### config.mk
export PLATFORM = sky130hd
export DESIGN_NAME = bus_mux_flat
export DESIGN_NICKNAME = d
export VERILOG_FILES = /design/src/rtl/cpu_pkg.sv /design/src/rtl/bus_mux_if.sv /design/src/rtl/bus_mux.sv /design/src/flat_wrapper.sv
export SDC_FILE = /design/constraint.sdc
export NUM_CORES = 1
export LEC_CHECK = 0
export ABC_AREA = 1
export CORE_AREA = 4 4 312 314
export DETAILED_ROUTE_END_ITERATION = 7
export DIE_AREA = 0 0 316 318
export HOLD_SLACK_MARGIN = 0.06
export PLACE_DENSITY = 0.3
export SLEW_MARGIN = 5
export SYNTH_ARGS = -nofsm -noshare
export SYNTH_HDL_FRONTEND = slang
export SYNTH_SLANG_ARGS = --single-unit
export TNS_END_PERCENT = 50
### constraint.sdc
create_clock -name clock -period 2.3 [get_ports clock]
set_clock_uncertainty 0.1 [all_clocks]
set_input_delay 0.575 -clock clock [delete_from_list [all_inputs] [get_ports clock]]
set_output_delay 0.575 -clock clock [all_outputs]
set_load 0.01 [all_outputs]
### src/rtl/cpu_pkg.sv
// ----------------------------------------------------------------------------
// cpu_pkg
// Shared CPU datapath constants.
//   WORD_W        : datapath word width
//   BUS_SEL_W     : width of the bus source select code
//   SEL_*         : named select codes for every bus source
//   SEL_MAX_VALID : highest mapped select code
//   sel_unmapped(): flags select codes that have no source behind them
// ----------------------------------------------------------------------------
package cpu_pkg;

  localparam int WORD_W    = 32;
  localparam int BUS_SEL_W = 5;

  typedef logic [BUS_SEL_W-1:0] bus_sel_t;

  localparam bus_sel_t SEL_R0        = 5'd0;
  localparam bus_sel_t SEL_R1        = 5'd1;
  localparam bus_sel_t SEL_R2        = 5'd2;
  localparam bus_sel_t SEL_R3        = 5'd3;
  localparam bus_sel_t SEL_R4        = 5'd4;
  localparam bus_sel_t SEL_R5        = 5'd5;
  localparam bus_sel_t SEL_R6        = 5'd6;
  localparam bus_sel_t SEL_R7        = 5'd7;
  localparam bus_sel_t SEL_R8        = 5'd8;
  localparam bus_sel_t SEL_R9        = 5'd9;
  localparam bus_sel_t SEL_R10       = 5'd10;
  localparam bus_sel_t SEL_R11       = 5'd11;
  localparam bus_sel_t SEL_R12       = 5'd12;
  localparam bus_sel_t SEL_R13       = 5'd13;
  localparam bus_sel_t SEL_R14       = 5'd14;
  localparam bus_sel_t SEL_R15       = 5'd15;
  localparam bus_sel_t SEL_HI        = 5'd16;
  localparam bus_sel_t SEL_LO        = 5'd17;
  localparam bus_sel_t SEL_ZHI       = 5'd18;
  localparam bus_sel_t SEL_ZLO       = 5'd19;
  localparam bus_sel_t SEL_PC        = 5'd20;
  localparam bus_sel_t SEL_MDR       = 5'd21;
  localparam bus_sel_t SEL_INPORT    = 5'd22;
  localparam bus_sel_t SEL_CSEXT     = 5'd23;
  localparam bus_sel_t SEL_MAX_VALID = 5'd23;

  // True when the code selects nothing (24..31).
  function automatic logic sel_unmapped(input bus_sel_t code);
    return (code > SEL_MAX_VALID);
  endfunction

endpackage : cpu_pkg

### src/rtl/bus_mux_if.sv
// ----------------------------------------------------------------------------
// bus_mux_if
// Groups every bus source, the select code and the registered bus outputs.
//   r0_in..r15_in, hi_in, lo_in, zhi_in, zlo_in, pc_in, mdr_in, inport_in,
//   c_sext_in : source words (WIDTH each)
//   sel       : source select code (SEL_W)
//   bus_out   : registered bus value (WIDTH)
//   sel_err   : registered unmapped-select flag
// Modports:
//   master : datapath/control side, drives sources and sel, reads the bus
//   slave  : the multiplexer, reads sources and sel, drives the bus
// ----------------------------------------------------------------------------
interface bus_mux_if #(
  parameter int WIDTH = cpu_pkg::WORD_W,
  parameter int SEL_W = cpu_pkg::BUS_SEL_W
);

  logic [WIDTH-1:0] r0_in;
  logic [WIDTH-1:0] r1_in;
  logic [WIDTH-1:0] r2_in;
  logic [WIDTH-1:0] r3_in;
  logic [WIDTH-1:0] r4_in;
  logic [WIDTH-1:0] r5_in;
  logic [WIDTH-1:0] r6_in;
  logic [WIDTH-1:0] r7_in;
  logic [WIDTH-1:0] r8_in;
  logic [WIDTH-1:0] r9_in;
  logic [WIDTH-1:0] r10_in;
  logic [WIDTH-1:0] r11_in;
  logic [WIDTH-1:0] r12_in;
  logic [WIDTH-1:0] r13_in;
  logic [WIDTH-1:0] r14_in;
  logic [WIDTH-1:0] r15_in;
  logic [WIDTH-1:0] hi_in;
  logic [WIDTH-1:0] lo_in;
  logic [WIDTH-1:0] zhi_in;
  logic [WIDTH-1:0] zlo_in;
  logic [WIDTH-1:0] pc_in;
  logic [WIDTH-1:0] mdr_in;
  logic [WIDTH-1:0] inport_in;
  logic [WIDTH-1:0] c_sext_in;
  logic [SEL_W-1:0] sel;
  logic [WIDTH-1:0] bus_out;
  logic             sel_err;

  modport master (
    output r0_in, r1_in, r2_in, r3_in, r4_in, r5_in, r6_in, r7_in,
    output r8_in, r9_in, r10_in, r11_in, r12_in, r13_in, r14_in, r15_in,
    output hi_in, lo_in, zhi_in, zlo_in, pc_in, mdr_in, inport_in, c_sext_in,
    output sel,
    input  bus_out, sel_err
  );

  modport slave (
    input  r0_in, r1_in, r2_in, r3_in, r4_in, r5_in, r6_in, r7_in,
    input  r8_in, r9_in, r10_in, r11_in, r12_in, r13_in, r14_in, r15_in,
    input  hi_in, lo_in, zhi_in, zlo_in, pc_in, mdr_in, inport_in, c_sext_in,
    input  sel,
    output bus_out, sel_err
  );

endinterface : bus_mux_if

### src/rtl/bus_mux.sv
// ----------------------------------------------------------------------------
// bus_mux
// 24-source datapath bus multiplexer with one registered output stage.
// Ports:
//   clock : system clock, all updates on the rising edge
//   clear : synchronous active-high reset (bus_out and sel_err to 0)
//   bus   : bus_mux_if.slave -- sources, sel in; bus_out, sel_err out
// A full case over all 32 select codes feeds the output register, so there is
// no combinational path from any input to bus_out or sel_err. Unmapped codes
// (24..31) load zero and raise sel_err for that cycle.
// ----------------------------------------------------------------------------
module bus_mux
  import cpu_pkg::*;
#(
  parameter int WIDTH = WORD_W,
  parameter int SEL_W = BUS_SEL_W
) (
  input  logic       clock,
  input  logic       clear,
  bus_mux_if.slave   bus
);

  logic [WIDTH-1:0] mux_s;
  logic             sel_bad_s;
  logic [WIDTH-1:0] bus_out_r;
  logic             sel_err_r;

  // Source select: every code has an arm, unmapped codes drive zero.
  always_comb begin
    mux_s     = {WIDTH{1'b0}};
    sel_bad_s = 1'b0;
    case (bus.sel)
      SEL_R0:     mux_s = bus.r0_in;
      SEL_R1:     mux_s = bus.r1_in;
      SEL_R2:     mux_s = bus.r2_in;
      SEL_R3:     mux_s = bus.r3_in;
      SEL_R4:     mux_s = bus.r4_in;
      SEL_R5:     mux_s = bus.r5_in;
      SEL_R6:     mux_s = bus.r6_in;
      SEL_R7:     mux_s = bus.r7_in;
      SEL_R8:     mux_s = bus.r8_in;
      SEL_R9:     mux_s = bus.r9_in;
      SEL_R10:    mux_s = bus.r10_in;
      SEL_R11:    mux_s = bus.r11_in;
      SEL_R12:    mux_s = bus.r12_in;
      SEL_R13:    mux_s = bus.r13_in;
      SEL_R14:    mux_s = bus.r14_in;
      SEL_R15:    mux_s = bus.r15_in;
      SEL_HI:     mux_s = bus.hi_in;
      SEL_LO:     mux_s = bus.lo_in;
      SEL_ZHI:    mux_s = bus.zhi_in;
      SEL_ZLO:    mux_s = bus.zlo_in;
      SEL_PC:     mux_s = bus.pc_in;
      SEL_MDR:    mux_s = bus.mdr_in;
      SEL_INPORT: mux_s = bus.inport_in;
      SEL_CSEXT:  mux_s = bus.c_sext_in;
      default:    mux_s = {WIDTH{1'b0}};
    endcase
    sel_bad_s = sel_unmapped(bus.sel);
  end

  // Output register stage; clear wins over any pending selection.
  always_ff @(posedge clock) begin
    if (clear) begin
      bus_out_r <= {WIDTH{1'b0}};
      sel_err_r <= 1'b0;
    end else begin
      bus_out_r <= mux_s;
      sel_err_r <= sel_bad_s;
    end
  end

  assign bus.bus_out = bus_out_r;
  assign bus.sel_err = sel_err_r;

endmodule : bus_mux

### src/flat_wrapper.sv
// flat-port wrapper written by rule: the top's interface ports become plain ports
module bus_mux_flat import cpu_pkg::*;
#(
  parameter int WIDTH = WORD_W,
  parameter int SEL_W = BUS_SEL_W
)
  (clock, clear, bus_r0_in, bus_r1_in, bus_r2_in, bus_r3_in, bus_r4_in, bus_r5_in, bus_r6_in, bus_r7_in, bus_r8_in, bus_r9_in, bus_r10_in, bus_r11_in, bus_r12_in, bus_r13_in, bus_r14_in, bus_r15_in, bus_hi_in, bus_lo_in, bus_zhi_in, bus_zlo_in, bus_pc_in, bus_mdr_in, bus_inport_in, bus_c_sext_in, bus_sel, bus_bus_out, bus_sel_err);
  bus_mux_if #(.WIDTH(WIDTH), .SEL_W(SEL_W)) bus_i ();
  input  logic clock;
  input  logic clear;
  input wire logic [$bits(bus_i.r0_in)-1:0] bus_r0_in;
  input wire logic [$bits(bus_i.r1_in)-1:0] bus_r1_in;
  input wire logic [$bits(bus_i.r2_in)-1:0] bus_r2_in;
  input wire logic [$bits(bus_i.r3_in)-1:0] bus_r3_in;
  input wire logic [$bits(bus_i.r4_in)-1:0] bus_r4_in;
  input wire logic [$bits(bus_i.r5_in)-1:0] bus_r5_in;
  input wire logic [$bits(bus_i.r6_in)-1:0] bus_r6_in;
  input wire logic [$bits(bus_i.r7_in)-1:0] bus_r7_in;
  input wire logic [$bits(bus_i.r8_in)-1:0] bus_r8_in;
  input wire logic [$bits(bus_i.r9_in)-1:0] bus_r9_in;
  input wire logic [$bits(bus_i.r10_in)-1:0] bus_r10_in;
  input wire logic [$bits(bus_i.r11_in)-1:0] bus_r11_in;
  input wire logic [$bits(bus_i.r12_in)-1:0] bus_r12_in;
  input wire logic [$bits(bus_i.r13_in)-1:0] bus_r13_in;
  input wire logic [$bits(bus_i.r14_in)-1:0] bus_r14_in;
  input wire logic [$bits(bus_i.r15_in)-1:0] bus_r15_in;
  input wire logic [$bits(bus_i.hi_in)-1:0] bus_hi_in;
  input wire logic [$bits(bus_i.lo_in)-1:0] bus_lo_in;
  input wire logic [$bits(bus_i.zhi_in)-1:0] bus_zhi_in;
  input wire logic [$bits(bus_i.zlo_in)-1:0] bus_zlo_in;
  input wire logic [$bits(bus_i.pc_in)-1:0] bus_pc_in;
  input wire logic [$bits(bus_i.mdr_in)-1:0] bus_mdr_in;
  input wire logic [$bits(bus_i.inport_in)-1:0] bus_inport_in;
  input wire logic [$bits(bus_i.c_sext_in)-1:0] bus_c_sext_in;
  input wire logic [$bits(bus_i.sel)-1:0] bus_sel;
  output wire logic [$bits(bus_i.bus_out)-1:0] bus_bus_out;
  output wire logic [$bits(bus_i.sel_err)-1:0] bus_sel_err;
  assign bus_i.r0_in = bus_r0_in;
  assign bus_i.r1_in = bus_r1_in;
  assign bus_i.r2_in = bus_r2_in;
  assign bus_i.r3_in = bus_r3_in;
  assign bus_i.r4_in = bus_r4_in;
  assign bus_i.r5_in = bus_r5_in;
  assign bus_i.r6_in = bus_r6_in;
  assign bus_i.r7_in = bus_r7_in;
  assign bus_i.r8_in = bus_r8_in;
  assign bus_i.r9_in = bus_r9_in;
  assign bus_i.r10_in = bus_r10_in;
  assign bus_i.r11_in = bus_r11_in;
  assign bus_i.r12_in = bus_r12_in;
  assign bus_i.r13_in = bus_r13_in;
  assign bus_i.r14_in = bus_r14_in;
  assign bus_i.r15_in = bus_r15_in;
  assign bus_i.hi_in = bus_hi_in;
  assign bus_i.lo_in = bus_lo_in;
  assign bus_i.zhi_in = bus_zhi_in;
  assign bus_i.zlo_in = bus_zlo_in;
  assign bus_i.pc_in = bus_pc_in;
  assign bus_i.mdr_in = bus_mdr_in;
  assign bus_i.inport_in = bus_inport_in;
  assign bus_i.c_sext_in = bus_c_sext_in;
  assign bus_i.sel = bus_sel;
  assign bus_bus_out = bus_i.bus_out;
  assign bus_sel_err = bus_i.sel_err;
  bus_mux #(.WIDTH(WIDTH), .SEL_W(SEL_W)) u_core (.clock(clock), .clear(clear), .bus(bus_i));
endmodule
# Yosys cells after proc, flatten, opt, wreduce, memory -nomap -nowiden
# Cells that the tools add are included.
# word_totals
regBits	33
output_inout_bits	33
word_cells	28
in_bits	775
# classes
n_lt_le_gt_ge	1
reduce_logical	1
muxes	1
eq_ne	23
# ops
op	n
32-bit one-hot mux with 24 select lines	1
5-bit by 4-bit == test with 1-bit output (second input constant)	8
5-bit == test (second input constant)	8
5-bit by 3-bit == test with 1-bit output (second input constant)	4
5-bit by 2-bit == test with 1-bit output (second input constant)	2
5-bit by 1-bit == test with 1-bit output (second input constant)	1
5-bit > comparator (second input constant)	1
5-bit logical NOT	1

# Depth between registers and ports, before layout
# Gate-level depths: netlist (run 1).
# depth
depth_word	2
depth_mapped	11
ltp_nobuf	10

# Least setup slack after synthesis (run 1)
# OpenSTA, ideal clock, no wires.
# synth_timing
path_type	input to register
startpoint	input bus_sel[2]
endpoint	register u_core.bus_out_r[10], in the netlist u_core.bus.bus_out[10]
required_ns	2.130
stages	10
arrival_time_ns	1.811
n_path_buf	3
setup_time_ns	0.070
setup_slack_ns	0.319
path_cell_list	buf_2 > nor2_4 > clkbuf_1 > buf_1 > nand3_1 > nand2_1 > nor2_1 > nand2_1 > nor2_1 > a21oi_1
# synth_between
elab_chain_len	2
elab_cells_between_ends	25
cone_classes	eq/ne (23); mux (1); reduce/logical (1)
# synth_rtl
item	line_no	source
start, declared	flat_wrapper.sv:35	input wire logic [$bits(bus_i.sel)-1:0] bus_sel;
5-bit == test (tied with other cells)	bus_mux.sv:32	case (bus.sel)
32-bit one-hot mux with 24 select lines (*)	bus_mux.sv:32	
end signal, assigned	bus_mux.sv:65	bus_out_r <= {WIDTH{1'b0}};
end signal, assigned	bus_mux.sv:68	bus_out_r <= mux_s;
end, declared	bus_mux.sv:25	logic [WIDTH-1:0] bus_out_r;
# Every way passes the cells marked *; elsewhere a longest branch is shown, timed or not.
# A chain may end at the register's enable or synchronous reset.

# Final worst setup path (run 1)
# layout_timing
startpoint	input bus_sel[2]
endpoint	register u_core.bus_out_r[4], in the netlist u_core.bus.bus_out[4]
# Same word-level chain as after synthesis.

==> impl_metrics.tcl, run 1 <==
set metrics [dict create \
    worst_pin_slew_ns 0.787 \
    ys_seq_elements 33 \
    ios 808 \
    rsz0062_at_grt "true" \
    clk_pin_slew_worst_paths_ns 0.07 \
    area_growth_pct 155 \
    path_buf_inv 7 \
    start_kind "primary input" \
    root_buffer "clkbuf_16" \
    synth_area_per_cell_um2 4.55 \
    synthAdderAreaFrac 0 \
    drc 0 \
    cp_max_fo 18 \
    dr.pass1.iters 5 \
    seq_area_frac_synth 0.0859 \
    rows 113 \
    placedCellCount 3871 \
    timing.final.crit_share 0.970 \
    wire_per_inst_um 26.6 \
    slowest_stage "buf_4" \
    ir_worst_vdd_mv 0.250 \
    via_per_inst 3.86 \
    portBuffers 807 \
    end_kind "flip-flop" \
    cts_tree "yes" \
    drtIter0Drc 919 \
    grt_overflow_total 0 \
    fmax_ghz 0.448 \
    grt_max_degree 33 \
    status "finished, final reports clean" \
    cts_buffers 5 \
    crit_required_ns 2.41 \
    min_path_type "in2reg" \
    slew_violations 0 \
    hold_buffers 0 \
    power_leakage_nw 8.76 \
    die_area_um2 100000 \
    synth-compound-area-share 0.0130 \
    synth-simple-area-share 0.813 \
    yosysWarnings 0 \
    p_per_area_nw_per_um2 215 \
    clock-sinks 33 \
    hold_viol 0 \
    ctsHtreeMaxLevel 2 \
    synth_area_um2 7690 \
    final_cell_mix "810 x nand2_1, 801 x clkdlybuf4s50_1, 270 x nand3_1, 199 x nor2_1, 176 x buf_4" \
    drive_above_1_share 0.122 \
    crit_type "in2reg" \
    start_util 0.0813 \
    fillers 10900 \
    ys_types 17 \
    total_power_mw 4.23 \
    synthCells 1692 \
    hpwl_mm 91.7 \
    final_nets 3393 \
    fin_crit_ns 2.23 \
    syn-num-nets 2467 \
    cap_violations 0 \
    cts.path.max_buffers 2 \
    die_w_um 316 \
    ant_nets 0 \
    layout_commonest_cell "nand2_1" \
    maxSlewHeadroom 0.476 \
    drt-total-wl_mm 104 \
    arrival_ns 2.35 \
    grt_pass1_vias 16300 \
    slowest_delay_ns 0.17 \
    dieHeight_um 318 \
    gp_congestion 0.914 \
    track_usage 0.197 \
    vias 15100 \
    crit_family "buffers and inverters" \
    grt_first_pass_wirelength_mm 136 \
    synth_top_family_by_area "simple AND/OR/NAND/NOR gates" \
    synthMuxAreaShare 0 \
    cp_cell_sequence "clkbuf_4, buf_4, inv_1, nor2_4, buf_12, buf_12, buf_4, nand3_1, nand2_1, nor2_2, buf_6, nand2_1, nor2_4, a21oi_1" \
    core_um2 94600 \
    setup_viol 0 \
    synthXorXnorAreaFrac 0 \
    layout.cells.non_filler 3902 \
    antenna_found_initial 38 \
]
metal layers:
layer / wire length, um / global-route usage
met1: 41800 / 0.231
met2: 51100 / 0.350
met3: 8420 / 0.0556
met4: 2210 / 0.0502
met5: 106 / 0
power breakdown:
group	internal (mW)	switching (mW)
combinational	1.65	1.19
sequential	0.629	0.0246
clock	0.390	0.351
per-stage QoR:
stage	area (um^2)	utilization	setup WS, ns	TNS [ns]	hold slack, ns
final	19600	0.208	0.0684	0	0.663
after detailed placement	19200	0.203	-1.27	-29.00	1.10
after floorplan	7690	-	0.319	0	0.616
after global placement	19200	0.203	-1.24	-29.11	1.10
after CTS	19500	0.206	0.00782	0	0.630
after global routing	19600	0.208	-0.0317	-0.0317	0.677
registers in the layout, indices dropped and copies added (netlist names):
name and cells:
u_core.bus.sel_err 1, u_core.bus.bus_out 32
logic make-up (layout without fill, tap and decap cells):
logic type      count (synthesis)  after routing
buf+inv                       163           1088
compound gates                 20             20
other cells                     0             20
simple gates                 1476           1476
flops                          33             33
final cells by class:
| type | instances | area (um^2) | area share |
|---|---|---|---|
| Antenna cell | 20 | 50.0 | 0.00255 |
| Clock buffer | 5 | 125 | 0.00637 |
| Clock inverter | 1 | 5.00 | 0.000255 |
| Inverter | 46 | 173 | 0.00879 |
| Multi-Input combinational cell | 1496 | 6680 | 0.340 |
| Sequential cell | 33 | 661 | 0.0336 |
| Tap cell | 1265 | 1580 | 0.0806 |
| Timing Repair Buffer | 1036 | 10400 | 0.528 |
synth_stat cells (all sizes together):
cell | number | area (um^2)
nand2 | 818 | 3070
nand3 | 275 | 1380
nor2 | 258 | 1020
nand4 | 122 | 763
buf | 64 | 308
clkbuf | 53 | 199
inv | 46 | 173
dfxtp | 33 | 661
a21oi | 20 | 100
and2 | 2 | 12.5
nor3 | 1 | 5.00
repair_timing:
item,CTS,global route
pin swaps,7,4
endpoints found under the setup margin,32,24
resized for setup,70,28
setup buffers,2,3
final timing paths:
check                 startpoint                     to  slack (ns)  cells past startpoint
worst min-delay path  bus_sel[3]     u_core.bus.sel_err        0.66                      4
worst max-delay path  bus_sel[2]  u_core.bus.bus_out[4]        0.07                     14
Note: power is estimated with default switching activity, not from simulation.
==> run 2, diff against run 1 <==
- ABC_AREA: 1 -> default
- CAP_MARGIN: default -> 5
==> run 2 against run 1 <==
  * Largest cell class unchanged
  * Hold slack improved by 0.12 ns
  * Combinational power rose by 17%
  * The flow now finishes with violations (negative setup slack)
  * Sequential power is 1% lower
==> impl_metrics.tcl, run 2 <==
set metrics [dict create \
    drtIter0Drc 715 \
    cp_cell_sequence "buf_6, buf_12, buf_4, nor3b_4, buf_4, and3_1, a2111oi_4, buf_4, nand3_1, o31a_1" \
    crit_required_ns 2.40 \
    ys.flop_type "dfxtp_1" \
    largest_reg_flops 32 \
    slowest_delay_ns 0.36 \
    p_switching_mw 1.75 \
    final_cell_mix "800 x clkdlybuf4s50_1, 253 x buf_4, 140 x a22oi_1, 94 x mux2i_1, 81 x buf_12" \
    total_power_mw 4.92 \
    track_usage 0.226 \
    grt_overflow_total 0 \
    slowest_stage "a2111oi_4" \
    clk_pin_slew_worst_paths_ns 0.07 \
    fillers 10400 \
    vias 12900 \
    start_kind "primary input" \
    gp_congestion 0.885 \
    yosysMostFrequentCell "a22oi_1" \
    setup_slack_ns -0.00926 \
    ant_nets 0 \
    synthCells 857 \
    seq_area_frac_synth 0.0979 \
    hold_buffers 0 \
    setup_viol 3 \
    clock-sinks 33 \
    syn-num-nets 1632 \
    swShare 0.356 \
    antenna_found_initial 46 \
    drive_above_1_share 0.261 \
    cp_max_fo 9 \
    cts.path.max_buffers 2 \
    grt_first_pass_wirelength_mm 148 \
    finalSetupTns_ns -0.0223 \
    die_w_um 316 \
    violations "negative setup slack" \
    pwr-share-clk 0.194 \
    dieHeight_um 318 \
    maxSlewHeadroom 0.538 \
    drt-total-wl_mm 119 \
    pwr-share-comb 0.674 \
    finalInstanceArea_um2 20600 \
    async_flop_share 0 \
    ir_worst_vdd_mv 0.296 \
    yosysWarnings 0 \
    cpMostUsedCell "buf_4" \
    cts_buffers 5 \
    ys_seq_elements 33 \
    dr.pass1.iters 5 \
    slew_violations 0 \
    start_util 0.0713 \
    area_growth_pct 206 \
    portBuffers 807 \
    rsz0062_at_grt "true" \
    whs_ns 0.787 \
    core_um2 94600 \
    hpwl_mm 105 \
    p_int_mw 3.17 \
    hold_viol 0 \
    wire_per_inst_um 37.0 \
    whs_path_depth 2 \
    p_per_area_nw_per_um2 238 \
    cap_violations 0 \
    power_frac_seq 0.131 \
    min_path_type "in2reg" \
    arrival_ns 2.41 \
    synth_top_area_share 0.170 \
    ys_types 71 \
    yosys-top-cells-count "153 x a22oi_1, 102 x mux2i_1, 44 x buf_2" \
    fin_crit_ns 2.31 \
    worst_pin_slew_ns 0.691 \
    rows 113 \
    root_buffer "clkbuf_16" \
    crit_type "in2reg" \
    drc 0 \
    final_nets 2713 \
    placed_cell_area_um2 19300 \
    die_area_um2 100000 \
    synth_area_um2 6750 \
    synthTopCellsByArea "a22oi_1 17%, mux2i_1 15%, dfxtp_1 9.8%, a22o_1 4.3%, and3_1 3.9%" \
    end_kind "flip-flop" \
    grt_pass1_vias 14300 \
    synth_area_per_cell_um2 7.87 \
    status "finished, violations left" \
    cts_tree "yes" \
    ctsHtreeMaxLevel 2 \
    power_leakage_nw 7.71 \
    grt_max_degree 18 \
    ios 808 \
    fmax_ghz 0.433 \
    timing.final.crit_share 1.00 \
    synth-edff-count 0 \
    synth.largest_area_cell "a22oi_1" \
    layout_commonest_cell "clkdlybuf4s50_1" \
    via_per_inst 4.00 \
]
## run 2: cell types whose count changed after synthesis, sizes merged, moves of 33 or more
cell    delta
and3      +43
nand4     -97
clkbuf    -37
inv       -43
nand2    -781
mux2i    +102
nand3    -262
nor2     -204
a22o      +33
a22oi    +153
## run 2: layer usage
layer / wire (um) / track usage / vias up
li1: - / - / 5743
met2: 61200 / 0.424 / 635
met5: 106 / 0 / -
met3: 6830 / 0.0417 / 114
met1: 48600 / 0.270 / 6346
met4: 1990 / 0.0313 / 16
## run 2: worst paths after layout
path / start / to / slack, ns
max: bus_sel[2] / u_core.bus.bus_out[9] / -0.009
min: clear / u_core.bus.sel_err / 0.79
## run 2: cells by family (layout without fill, tap and decap cells)
group,count (synthesis),in the layout,synth area share
other,0,9,0
muxes,123,123,0.190
DFF,33,33,0.0979
and+or+nand+nor,243,243,0.217
buffers and inverters,93,1175,0.0799
AOI/OAI and AO/OA,365,365,0.416
## run 2: power by group through the flow
stage	sequential (mW)	clock, mW	combinational (mW)
after floorplan	0.667	0	0.632
after global placement	0.663	0	3.19
after detailed placement	0.659	0	3.17
after CTS	0.646	1.03	3.35
after global routing	0.649	1.02	3.47
final	0.645	0.956	3.32
## run 2: timing repair
item / in CTS / in global routing
resized for setup: 121 / 25
buffers inserted: 31 / 12
pin swaps: 32 / 19
gates cloned: 2 / 0
setup endpoints to repair: 31 / 25
## run 2: critical path: cells and delay by family
family                 cells  cell delay, ns
AOI/OAI and AO/OA          2            0.62
and+or+nand+nor            3            0.49
buffers and inverters      5            0.72
## run 2: layout make-up
| class | count | area [um^2] | area share |
|---|---|---|---|
| clock inverters | 1 | 30.0 | 0.00146 |
| flip-flops and latches | 33 | 661 | 0.0320 |
| multi-input cells | 731 | 6270 | 0.304 |
| inverters | 3 | 11.3 | 0.000546 |
| diodes | 9 | 22.5 | 0.00109 |
| repair buffers | 1164 | 11900 | 0.577 |
| well taps | 1265 | 1580 | 0.0767 |
| clock buffers | 7 | 143 | 0.00692 |
## run 2: metrics by stage
step | worst slack (ns) | cells | utilization
after floorplan | 0.167 | 857 | -
after global placement | -1.13 | 3156 | 0.204
after detailed placement | -1.15 | 3156 | 0.204
after CTS | -0.0280 | 3193 | 0.216
after global routing | -0.0371 | 3205 | 0.218
final | -0.00926 | 3213 | 0.218
